<file path="src/rtl/bit_arith_cell.sv">
// bit_arith_cell: single-bit half adder, full adder and full subtractor
// sharing one (a, b, cin) operand triple, with optional output registers.

// half_adder: {cout, s} = a + b
module half_adder (
   input  logic a,
   input  logic b,
   output logic s,
   output logic cout
);
   assign s    = a ^ b;
   assign cout = a & b;
endmodule

// full_adder: {cout, s} = a + b + cin
module full_adder (
   input  logic a,
   input  logic b,
   input  logic cin,
   output logic s,
   output logic cout
);
   assign s    = a ^ b ^ cin;
   assign cout = (a & b) | (a & cin) | (b & cin);
endmodule

// full_sub: {bout, d} = (a - b - bin) mod 4
module full_sub (
   input  logic a,
   input  logic b,
   input  logic bin,
   output logic d,
   output logic bout
);
   assign d    = a ^ b ^ bin;
   assign bout = (~a & b) | (~a & bin) | (b & bin);
endmodule

// Top: evaluates all three cores every cycle; REG_OUT selects a
// 1-cycle registered result or a combinational pass-through.
module bit_arith_cell #(
   parameter bit REG_OUT = 1'b1
) (
   input  logic clk,
   input  logic rst,
   input  logic a,
   input  logic b,
   input  logic cin,
   input  logic in_valid,
   output logic ha_s,
   output logic ha_cout,
   output logic fa_s,
   output logic fa_cout,
   output logic fs_d,
   output logic fs_bout,
   output logic out_valid
);

   typedef struct packed {
      logic ha_cout;
      logic ha_s;
      logic fa_cout;
      logic fa_s;
      logic fs_bout;
      logic fs_d;
   } res_t;

   logic ha_s_c, ha_cout_c, fa_s_c, fa_cout_c, fs_d_c, fs_bout_c;
   res_t res_c;
   res_t res_o;
   logic vld_o;

   half_adder u_ha (
      .a    (a),
      .b    (b),
      .s    (ha_s_c),
      .cout (ha_cout_c)
   );

   full_adder u_fa (
      .a    (a),
      .b    (b),
      .cin  (cin),
      .s    (fa_s_c),
      .cout (fa_cout_c)
   );

   full_sub u_fs (
      .a    (a),
      .b    (b),
      .bin  (cin),
      .d    (fs_d_c),
      .bout (fs_bout_c)
   );

   assign res_c = '{ha_cout: ha_cout_c, ha_s: ha_s_c,
                    fa_cout: fa_cout_c, fa_s: fa_s_c,
                    fs_bout: fs_bout_c, fs_d: fs_d_c};

   generate
      if (REG_OUT) begin : g_reg
         res_t res_q;
         logic vld_q;

         // Results capture every cycle; valid qualifies them. Reset wins.
         always_ff @(posedge clk) begin
            if (rst) begin
               res_q <= '0;
               vld_q <= 1'b0;
            end else begin
               res_q <= res_c;
               vld_q <= in_valid;
            end
         end

         assign res_o = res_q;
         assign vld_o = vld_q;
      end else begin : g_comb
         // Pass-through: only valid is gated by reset.
         assign res_o = res_c;
         assign vld_o = in_valid & ~rst;
      end
   endgenerate

   assign ha_s      = res_o.ha_s;
   assign ha_cout   = res_o.ha_cout;
   assign fa_s      = res_o.fa_s;
   assign fa_cout   = res_o.fa_cout;
   assign fs_d      = res_o.fs_d;
   assign fs_bout   = res_o.fs_bout;
   assign out_valid = vld_o;

endmodule

</file>
<file path="config.mk">
export PLATFORM = sky130hd
export DESIGN_NAME = bit_arith_cell
export DESIGN_NICKNAME = d
export VERILOG_FILES = /design/src/rtl/bit_arith_cell.sv
export SDC_FILE = /design/constraint.sdc
export NUM_CORES = 1
export LEC_CHECK = 0
export CORE_AREA = 5 5 42 44
export CTS_CLUSTER_SIZE = 20
export DETAILED_ROUTE_END_ITERATION = 12
export DIE_AREA = 0 0 47 49
export PLACE_DENSITY = 0.53
export SLEW_MARGIN = 30
export SYNTH_ARGS = -nofsm -noshare
export SYNTH_HDL_FRONTEND = slang
export SYNTH_HIERARCHICAL = 1
export SYNTH_SLANG_ARGS = --single-unit
</file>
<file path="constraint.sdc">
create_clock -name clk -period 3.13 [get_ports clk]
set_clock_uncertainty 0.2 [all_clocks]
set_input_delay 0.313 -clock clk [delete_from_list [all_inputs] [get_ports clk]]
set_output_delay 0.313 -clock clk [all_outputs]
set_load 0.05 [all_outputs]
</file>
==> summary.txt, run 1 <==
CP Launch Type - flip-flop
post-synthesis async set-or-reset flop share - 0%
# IOs - 13
CP cell instances - clkdlybuf4s50_1
pin count of the biggest net entering global routing - 8
slew margin rel. - 65.5%
Worst path top cell family by delay - buffers and inverters
cell internal pwr - 166 uW
critical path's slowest cell - clkdlybuf4s50_1
Final nets - 45
Slew @ Worst Pin - 516 ps
sw frac - 27.8%
synth warn - 6
CTS Buf Count - 3
Buf/Inv on CP - 1
postcts setup bufs - 0
critical path required time - 2620 ps
# diodes - 0
Core Box Area - 1400 um2
vias in the first global route - 188
number of gates resized after cts - 0
first-pass GRT wire length - 821 um
Iter 0 DRT Violations - 1
Min-Delay Startpoint - in_valid
worst min-delay path category - input pin to flip-flop
min Tclk post-route - 1880 ps
top_reg_cell synth - dfxtp_1
Commonest cells post-synth - 7 x dfxtp_1, 7 x nor2b_1, 2 x fa_1, 2 x inv_1, 1 x ha_1
total number of vias - 181
layout cells sized above 1 - 8.57%
cell taking the most area after synthesis - dfxtp_1
worst vdd ir - 0.283 mV
GP Congestion - 0.687
Hold Buf Count CTS - 0
Setup violations, final - 0
top cells by area, synth - dfxtp_1 57%, nor2b_1 18%, fa_1 16%
H-tree levels - 1
Syn Inst Count - 19
area share of the largest cell type after synthesis - 57.4%
Syn Area/Cell - 12.8 um2
final wirelength - 489 um
fin crit share - 60.1%
CP Capture Type - primary output
Critical Path AT - 1370 ps
Psw - 64.1 uW
clk sinks - 7
Util after Layout - 29.3%
Worst Setup SP - ha_s
logic gate share of total power - 24.0%
Antenna Nets Post-Route - 0
initial antenna violation count - 0
vias per cell - 3.55
CTS tree - done
Hold Crit Depth - 2
status - finished, final reports clean
die width - 47 um
Total Routing Usage GR - 5.37%
full die area - 2300 um2
Final Max Slew Viols - 0
final hold vios - 0
number of flops mapped to enable cells by yosys - 0
Clock Power Share - 33.6%
flops & latches, synth - 7
clock-pin transition on the worst setup and hold timing paths - 50 ps
fmax - 531 MHz
Syn Std Cell Area - 244 um2
initial core utilization - 17.4%
clk buf depth - 2
Pwr per Cell Area - 562 nW/um2
Area Growth Syn to Fin - 68.2%
Seq pwr share - 42.5%
GR Overflow Total - 0
Die Y - 49 um
setup TNS - 0 ps
CTS root buf - clkbuf_4
Max FO, Critical Path - 1
FP Rows - 14
register area share after synthesis - 57.4%
Cell variety after synth - 5
Routed wire per std cell - 9.59 um
max incr delay on CP - 810 ps
RSZ-0062 raised after global routing - no
max cap viols - 0
Synth Net Count - 28
DR pass1 iterations - 2
DRC violations left - 0
Worst path depth - 1
Crit Path Category - flip-flop to primary output
dpl hpwl - 400 um
Buffers on Ports - 12
Leakage - 0.000167 uW
==> final cells by class <==
cell class,count,area (um2)
flip-flops and latches,7,140
repair buffers,12,120
clock buffers,4,26.3
fillers,158,991
inverters,2,7.51
multi-input cells,10,96.3
well taps,16,20.0
==> through the flow <==
stage	cells	hold slack [ps]	setup slack (ps)	instance area, um2	total power (uW)
2_1_floorplan	19	185	1810	244	131
3_3_place_gp	47	689	1210	384	154
3_5_place_dp	47	683	1190	384	155
4_1_cts	51	440	1230	410	236
5_1_grt	51	441	1190	410	248
6_report	51	446	1250	410	230
==> registers in the layout, summed over array words and instances, names as in the netlist <==
name / count
fs_bout: 1
fa_s: 1
out_valid: 1
fa_cout: 1
ha_s: 1
ha_cout: 1
fs_d: 1
==> layout by cell type (no fill, tap or decap) <==
master and instances:
clkdlybuf4s50_1 12, clkbuf_4 3, fa_1 2, ha_1 1, clkbuf_1 1, nor2b_1 7
dfxtp_1 7, inv_1 2
==> metal layers <==
metal	vias to the layer above	share of wire (%)	GRT usage, %
met4	0	0	1.38
li1	89	-	-
met2	15	39	6.11
met1	77	38	6.01
met5	-	0	0
met3	0	22	7.01
==> worst paths after layout <==
check	endpoint	slack, ps
worst min-delay path	out_valid	450
worst max-delay path	ha_s	1250
==> power by group through the flow <==
stage / Clock [uW] / Sequential (uW) / Combinational (uW)
after CTS: 81.8 / 97.9 / 56.2
after global placement: 0 / 99.2 / 55.0
final: 77.3 / 97.8 / 55.3
after floorplan: 0 / 123 / 8.02
after detailed placement: 0 / 99.5 / 55.8
after global routing: 90.1 / 98.3 / 59.5
==> cells by family after synthesis <==
group	synth area share [%]
buf+inv	3.08
flops	57.4
simple gates	17.9
fa+ha+maj	21.5
No activity file was read; power rests on OpenSTA's default activity.
==> run 2, diff against run 1 <==
--- a/config.mk
+++ b/config.mk
@@ -9,7 +9,7 @@
 export CTS_CLUSTER_SIZE = 20
 export DETAILED_ROUTE_END_ITERATION = 12
 export DIE_AREA = 0 0 47 49
-export PLACE_DENSITY = 0.53
+export PLACE_DENSITY = 0.54
 export SLEW_MARGIN = 30
 export SYNTH_ARGS = -nofsm -noshare
 export SYNTH_HDL_FRONTEND = slang
==> constraint.sdc (replaced) <==
create_clock -name clk -period 1.59 [get_ports clk]
set_clock_uncertainty 0.2 [all_clocks]
set_input_delay 0.159 -clock clk [delete_from_list [all_inputs] [get_ports clk]]
set_output_delay 0.159 -clock clk [all_outputs]
set_load 0.05 [all_outputs]
==> run 2 against run 1 <==
Net effect: combinational power is 95% higher; non-clock buffer count increased by 1; global-route usage up 0.42 points; clock power is 97% higher; critical path depth grew 4; largest power group unchanged; total power increased by 97%; sequential power grew 97%; cell area shrank 2.4%; sequential cell count unchanged; worst hold slack got worse by 150 ps; clock-buffer cell count unchanged.
==> summary.txt, run 2 (synthesis results as in run 1) <==
initial antenna violation count - 0 (unchanged)
final hold vios - 0 (unchanged)
commonest non-fill, non-tap cell in the layout - buf_4
Seq pwr share - 42.6% (about the same)
worst vdd ir - 0.686 mV (+140%)
GR Overflow Total - 0 (unchanged)
Setup violations, final - 0 (unchanged)
DRC violations left - 0 (unchanged)
Slew @ Worst Pin - 238 ps (-278 ps)
sw frac - 28.2% (+0.38 points)
# diodes - 0 (unchanged)
status - finished, final reports clean
CTS root buf - clkbuf_4
Total Routing Usage GR - 5.80% (+0.42 points)
RSZ-0062 raised after global routing - no
Util after Layout - 28.6% (-0.71 points)
fin crit share - 90.4%
final wirelength - 539 um (+10%)
GP Congestion - 0.682 (-0.76%)
DR pass1 iterations - 1 (-1)
logic gate share of total power - 23.8% (-0.2 points)
H-tree levels - 1 (unchanged)
Core Box Area - 1400 um2 (unchanged)
CTS Buf Count - 3 (unchanged)
total number of vias - 189 (+4.4%)
# IOs - 13 (unchanged)
cell internal pwr - 326 uW (+96%)
number of gates resized after cts - 0 (unchanged)
Hold EP - out_valid
postcts setup bufs - 0 (unchanged)
min Tclk post-route - 1440 ps
Final nets - 46 (+2.2%)
clk sinks - 7 (unchanged)
CTS tree - done
Critical Path AT - 1360 ps (about the same)
Pwr per Cell Area - 1130 nW/um2 (+100%)
Hold Buf Count CTS - 0 (unchanged)
clock-pin transition on the worst setup and hold timing paths - 50 ps (about the same)
placed insts - 48 (+2.1%)
Hold Crit Depth - 2 (unchanged)
initial core utilization - 17.4% (unchanged)
first-pass GRT wire length - 876 um (+6.7%)
fillers - 162 (+2.5%)
critical path required time - 1520 ps (-1100 ps)
worst min-delay path category - input pin to flip-flop
Psw - 128 uW (+99%)
vias in the first global route - 230 (+22%)
Routed wire per std cell - 10.4 um (+8.1%)
Worst Setup SP - a
max cap viols - 0 (unchanged)
Crit Path Category - input pin to flip-flop
vias per cell - 3.63 (+2.4%)
CP Capture Type - flip-flop
FP Rows - 14 (unchanged)
Min-Delay Startpoint - in_valid
layout cells sized above 1 - 30.6% (+22 points)
Antenna Nets Post-Route - 0 (unchanged)
Leakage - 0.000182 uW (+9.3%)
Max FO, Critical Path - 2 (+1)
Die Y - 49 um (unchanged)
commonest cells after routing, fill and taps aside - 8 x buf_4, 7 x nor2b_1, 7 x dfxtp_1
Buffers on Ports - 12 (unchanged)
full die area - 2300 um2 (unchanged)
clk buf depth - 2 (unchanged)
slew margin rel. - 84.1% (+19 points)
Layout Cells excl Fill - 52 (+2.0%)
CP Launch Type - input pin
fmax - 696 MHz
Clock Power Share - 33.6% (about the same)
Final Max Slew Viols - 0 (unchanged)
Iter 0 DRT Violations - 0 (-1)
die width - 47 um (unchanged)
pin count of the biggest net entering global routing - 8 (unchanged)
Area Growth Syn to Fin - 64.1%
-- run 2: cell count changes in the layout (fill, tap and decap cells not counted) --
cell,change
buf_4,+8
clkdlybuf4s50_1,-7
-- run 2: per-layer routing --
| layer | wire length [um] | track usage, % | share of wire (%) |
|---|---|---|---|
| met2 | 257 | 8.60 | 48 |
| met3 | 120 | 7.75 | 22 |
| met5 | 0 | 0 | 0 |
| met4 | 0 | 1.38 | 0 |
| met1 | 161 | 4.45 | 30 |
-- run 2: metrics by stage --
| step | hold WS (ps) | instance area, um2 | power (uW) | TNS [ps] | setup slack (ps) |
|---|---|---|---|---|---|
| after detailed placement | 414 | 374 | 307 | -211 | -115 |
| after global placement | 411 | 374 | 301 | -135 | -96.4 |
| after global routing | 277 | 400 | 486 | 0 | 81.5 |
| after CTS | 283 | 400 | 466 | 0 | 151 |
| final | 292 | 400 | 453 | 0 | 153 |
| after floorplan | 30.6 | 244 | 258 | 0 | 427 |
-- run 2: worst max-delay path, stage by stage --
cell and delay [ps]:
clkdlybuf4s50_1 470, inv_1 60, fa_1 530, inv_1 30, nor2b_1 110
-- run 2: final cells by class --
type	count	area (um2)	share of cell area [%]
Inverter	2	7.51	1.88
Clock buffer	4	26.3	6.56
Sequential cell	7	140	35.0
Multi-Input combinational cell	10	96.3	24.1
Tap cell	16	20.0	5.00
Timing Repair Buffer	13	110	27.5
-- run 2: how the worst max path moves through the flow --
stage                 to  depth (start not counted)
floorplan           fs_d                          4
global placement    fs_d                          5
detailed placement  fs_d                          5
CTS                 fs_d                          5
global route        fs_d                          5
finish              fs_d                          5
-- run 2: power by group through the flow --
| stage | registers [uW] | logic (uW) | clock network, uW |
|---|---|---|---|
| 6_report | 193 | 108 | 152 |
| 4_1_cts | 193 | 110 | 162 |
| 5_1_grt | 194 | 116 | 177 |
| 3_5_place_dp | 196 | 110 | 0 |
| 2_1_floorplan | 243 | 15.8 | 0 |
| 3_3_place_gp | 196 | 105 | 0 |
==> edit (config.mk and constraints of run 2) <==
Register the inputs `a`, `b`, `cin` and `in_valid` before use, with the module's reset. The logic sees them one clock later. Comments in the files are not updated.
--- a/src/rtl/bit_arith_cell.sv
+++ b/src/rtl/bit_arith_cell.sv
@@ -66,4 +66,23 @@
    } res_t;
 
+   logic a_q;
+   logic b_q;
+   logic cin_q;
+   logic in_valid_q;
+
+   always_ff @(posedge clk) begin
+      if (rst) begin
+         a_q        <= '0;
+         b_q        <= '0;
+         cin_q      <= '0;
+         in_valid_q <= '0;
+      end else begin
+         a_q        <= a;
+         b_q        <= b;
+         cin_q      <= cin;
+         in_valid_q <= in_valid;
+      end
+   end
+
    logic ha_s_c, ha_cout_c, fa_s_c, fa_cout_c, fs_d_c, fs_bout_c;
    res_t res_c;
@@ -72,6 +91,6 @@
 
    half_adder u_ha (
-      .a    (a),
-      .b    (b),
+      .a    (a_q),
+      .b    (b_q),
       .s    (ha_s_c),
       .cout (ha_cout_c)
@@ -79,7 +98,7 @@
 
    full_adder u_fa (
-      .a    (a),
-      .b    (b),
-      .cin  (cin),
+      .a    (a_q),
+      .b    (b_q),
+      .cin  (cin_q),
       .s    (fa_s_c),
       .cout (fa_cout_c)
@@ -87,7 +106,7 @@
 
    full_sub u_fs (
-      .a    (a),
-      .b    (b),
-      .bin  (cin),
+      .a    (a_q),
+      .b    (b_q),
+      .bin  (cin_q),
       .d    (fs_d_c),
       .bout (fs_bout_c)
@@ -110,5 +129,5 @@
             end else begin
                res_q <= res_c;
-               vld_q <= in_valid;
+               vld_q <= in_valid_q;
             end
          end
@@ -119,5 +138,5 @@
          // Pass-through: only valid is gated by reset.
          assign res_o = res_c;
-         assign vld_o = in_valid & ~rst;
+         assign vld_o = in_valid_q & ~rst;
       end
    endgenerate
Function: changed (a bounded check fails within 4 cycles, from zero or initial values and one cycle with rst high).
==> edit against run 2 <==
- clock power grew 20%
- setup slack lost 0.015 ns
- non-clock buffer count grew 1
- routed wire length grew 1.3%
- maximum frequency shrank 1.1%
- area after synthesis grew 63%
- sequential power grew 55%
- total power grew 29%
- critical endpoint unchanged
- cell area grew 38%
- sequential cell count grew 4
- critical path depth shrank 1
- die area is the same
- highest routed layer unchanged
==> edit: results (changes against run 2) <==
* Largest cells by area after synthesis: dfxtp_1 (55%), nor2b_2 (18%), fa_1 (10%), nor2b_4 (6.9%), ha_1 (3.1%)
* CTS max path bufs at 2 (unchanged)
* Fraction of layout cells with a size suffix above 1 at 0.511 (+0.206)
* Post-Syn Nets at 37 (+32%)
* Vias in the first global route at 273 (+19%)
* Gpl congestion at 0.645 (-5.4%)
* Resized cells post-CTS at 0 (unchanged)
* Inserted Clock Buffers at 3 (unchanged)
* Largest net degree at the start of global routing at 7 (-1)
* Clock-pin slew on the worst setup and hold paths at 0.07 ns (+0.02 ns)
* Diode count at 0 (unchanged)
* First-pass iteration count of the detailed router at 2 (+1)
* GRT Util Overall at 0.0682 (+0.0102)
* Worst EP arrival at 1.41 ns (+0.05 ns)
* Synth cell types at 8 (+3)
* Initial antenna violation count at 0 (unchanged)
* Vias at 232 (+23%)
* Ys async rst share at 0 (unchanged)
* Slew margin rel. at 0.883 (+0.0418)
* Drt total wl at 546 um (+1.3%)
* Net count, final at 55 (+20%)
* CP top delay family: adder cells
* Commonest cells in the netlist: dfxtp_1 (11), nor2b_2 (8), fa_1 (2), inv_1 (2), nor2b_4 (2)
* CP max FO at 3 (+1)
* VDD IR max at 0.000431 V (-37%)
* Worst hold-check path type: register to register
* Root Driver: clkbuf_4
* Leakage power at 0.000248 uW (+36%)
* Slowest CP cell: fa_1
* Initial DRC count at 2 (+2)
* Seq/Total Area, Yosys at 0.553 (-0.0209)
* H-Tree Depth at 1 (unchanged)
* Crit path kind: register to register
* Outcome: finished, final reports clean
* Global-route wire length before repair at 1000 um (+14%)
* Hold_sp: in_valid_q
## edit: cell types whose count changed in the layout (fill, tap and decap cells not counted)
cell / change
and2b_2: +1
buf_4: +1
dfxtp_1: +4
nor2b_1: -7
nor2b_2: +8
nor2b_4: +2
## edit: final timing paths
check              end  slack, ns  cells past startpoint
max reg2reg       fs_d       0.14                      4
min          out_valid       0.25                      1
min reg2reg  out_valid       0.25                      1
max               fs_d       0.14                      4
## edit: area by class of cell
class                   count  area [um^2]
well taps                  16         20.0
fillers                   151          851
flip-flops and latches     11          220
multi-input cells          14          159
repair buffers             14          118
inverters                   2         7.51
clock buffers               4         26.3
## edit: kinds of logic after synthesis
group / share of synthesized area
simple gates: 0.267
flops: 0.553
buf+inv: 0.0472
fa+ha+maj: 0.132
## edit: power breakdown
part	switching, uW	total (uW)	internal (uW)
sequential	7.61	300	292
clock	84.7	182	96.9
combinational	58.0	105	46.8
total	150	586	436
## edit: stage by stage
| stage | instance area (um^2) | cells | setup slack [ns] | total power [uW] | hold WS (ns) |
|---|---|---|---|---|---|
| detailed placement | 524 | 57 | 0.123 | 413 | 0.239 |
| floorplan | 398 | 28 | 0.172 | 376 | 0.0882 |
| global route | 551 | 61 | 0.0686 | 624 | 0.270 |
| finish | 551 | 61 | 0.138 | 586 | 0.254 |
| global placement | 524 | 57 | 0.141 | 411 | 0.230 |
| CTS | 551 | 61 | 0.119 | 604 | 0.254 |
## edit: per-layer routing
| metal | global-route usage | vias up | part of all wire |
|---|---|---|---|
| met4 | 0.0691 | 0 | 0 |
| met5 | 0 | - | 0 |
| met2 | 0.102 | 7 | 0.57 |
| met3 | 0.0443 | 0 | 0.10 |
| met1 | 0.0542 | 109 | 0.32 |
| li1 | - | 116 | - |
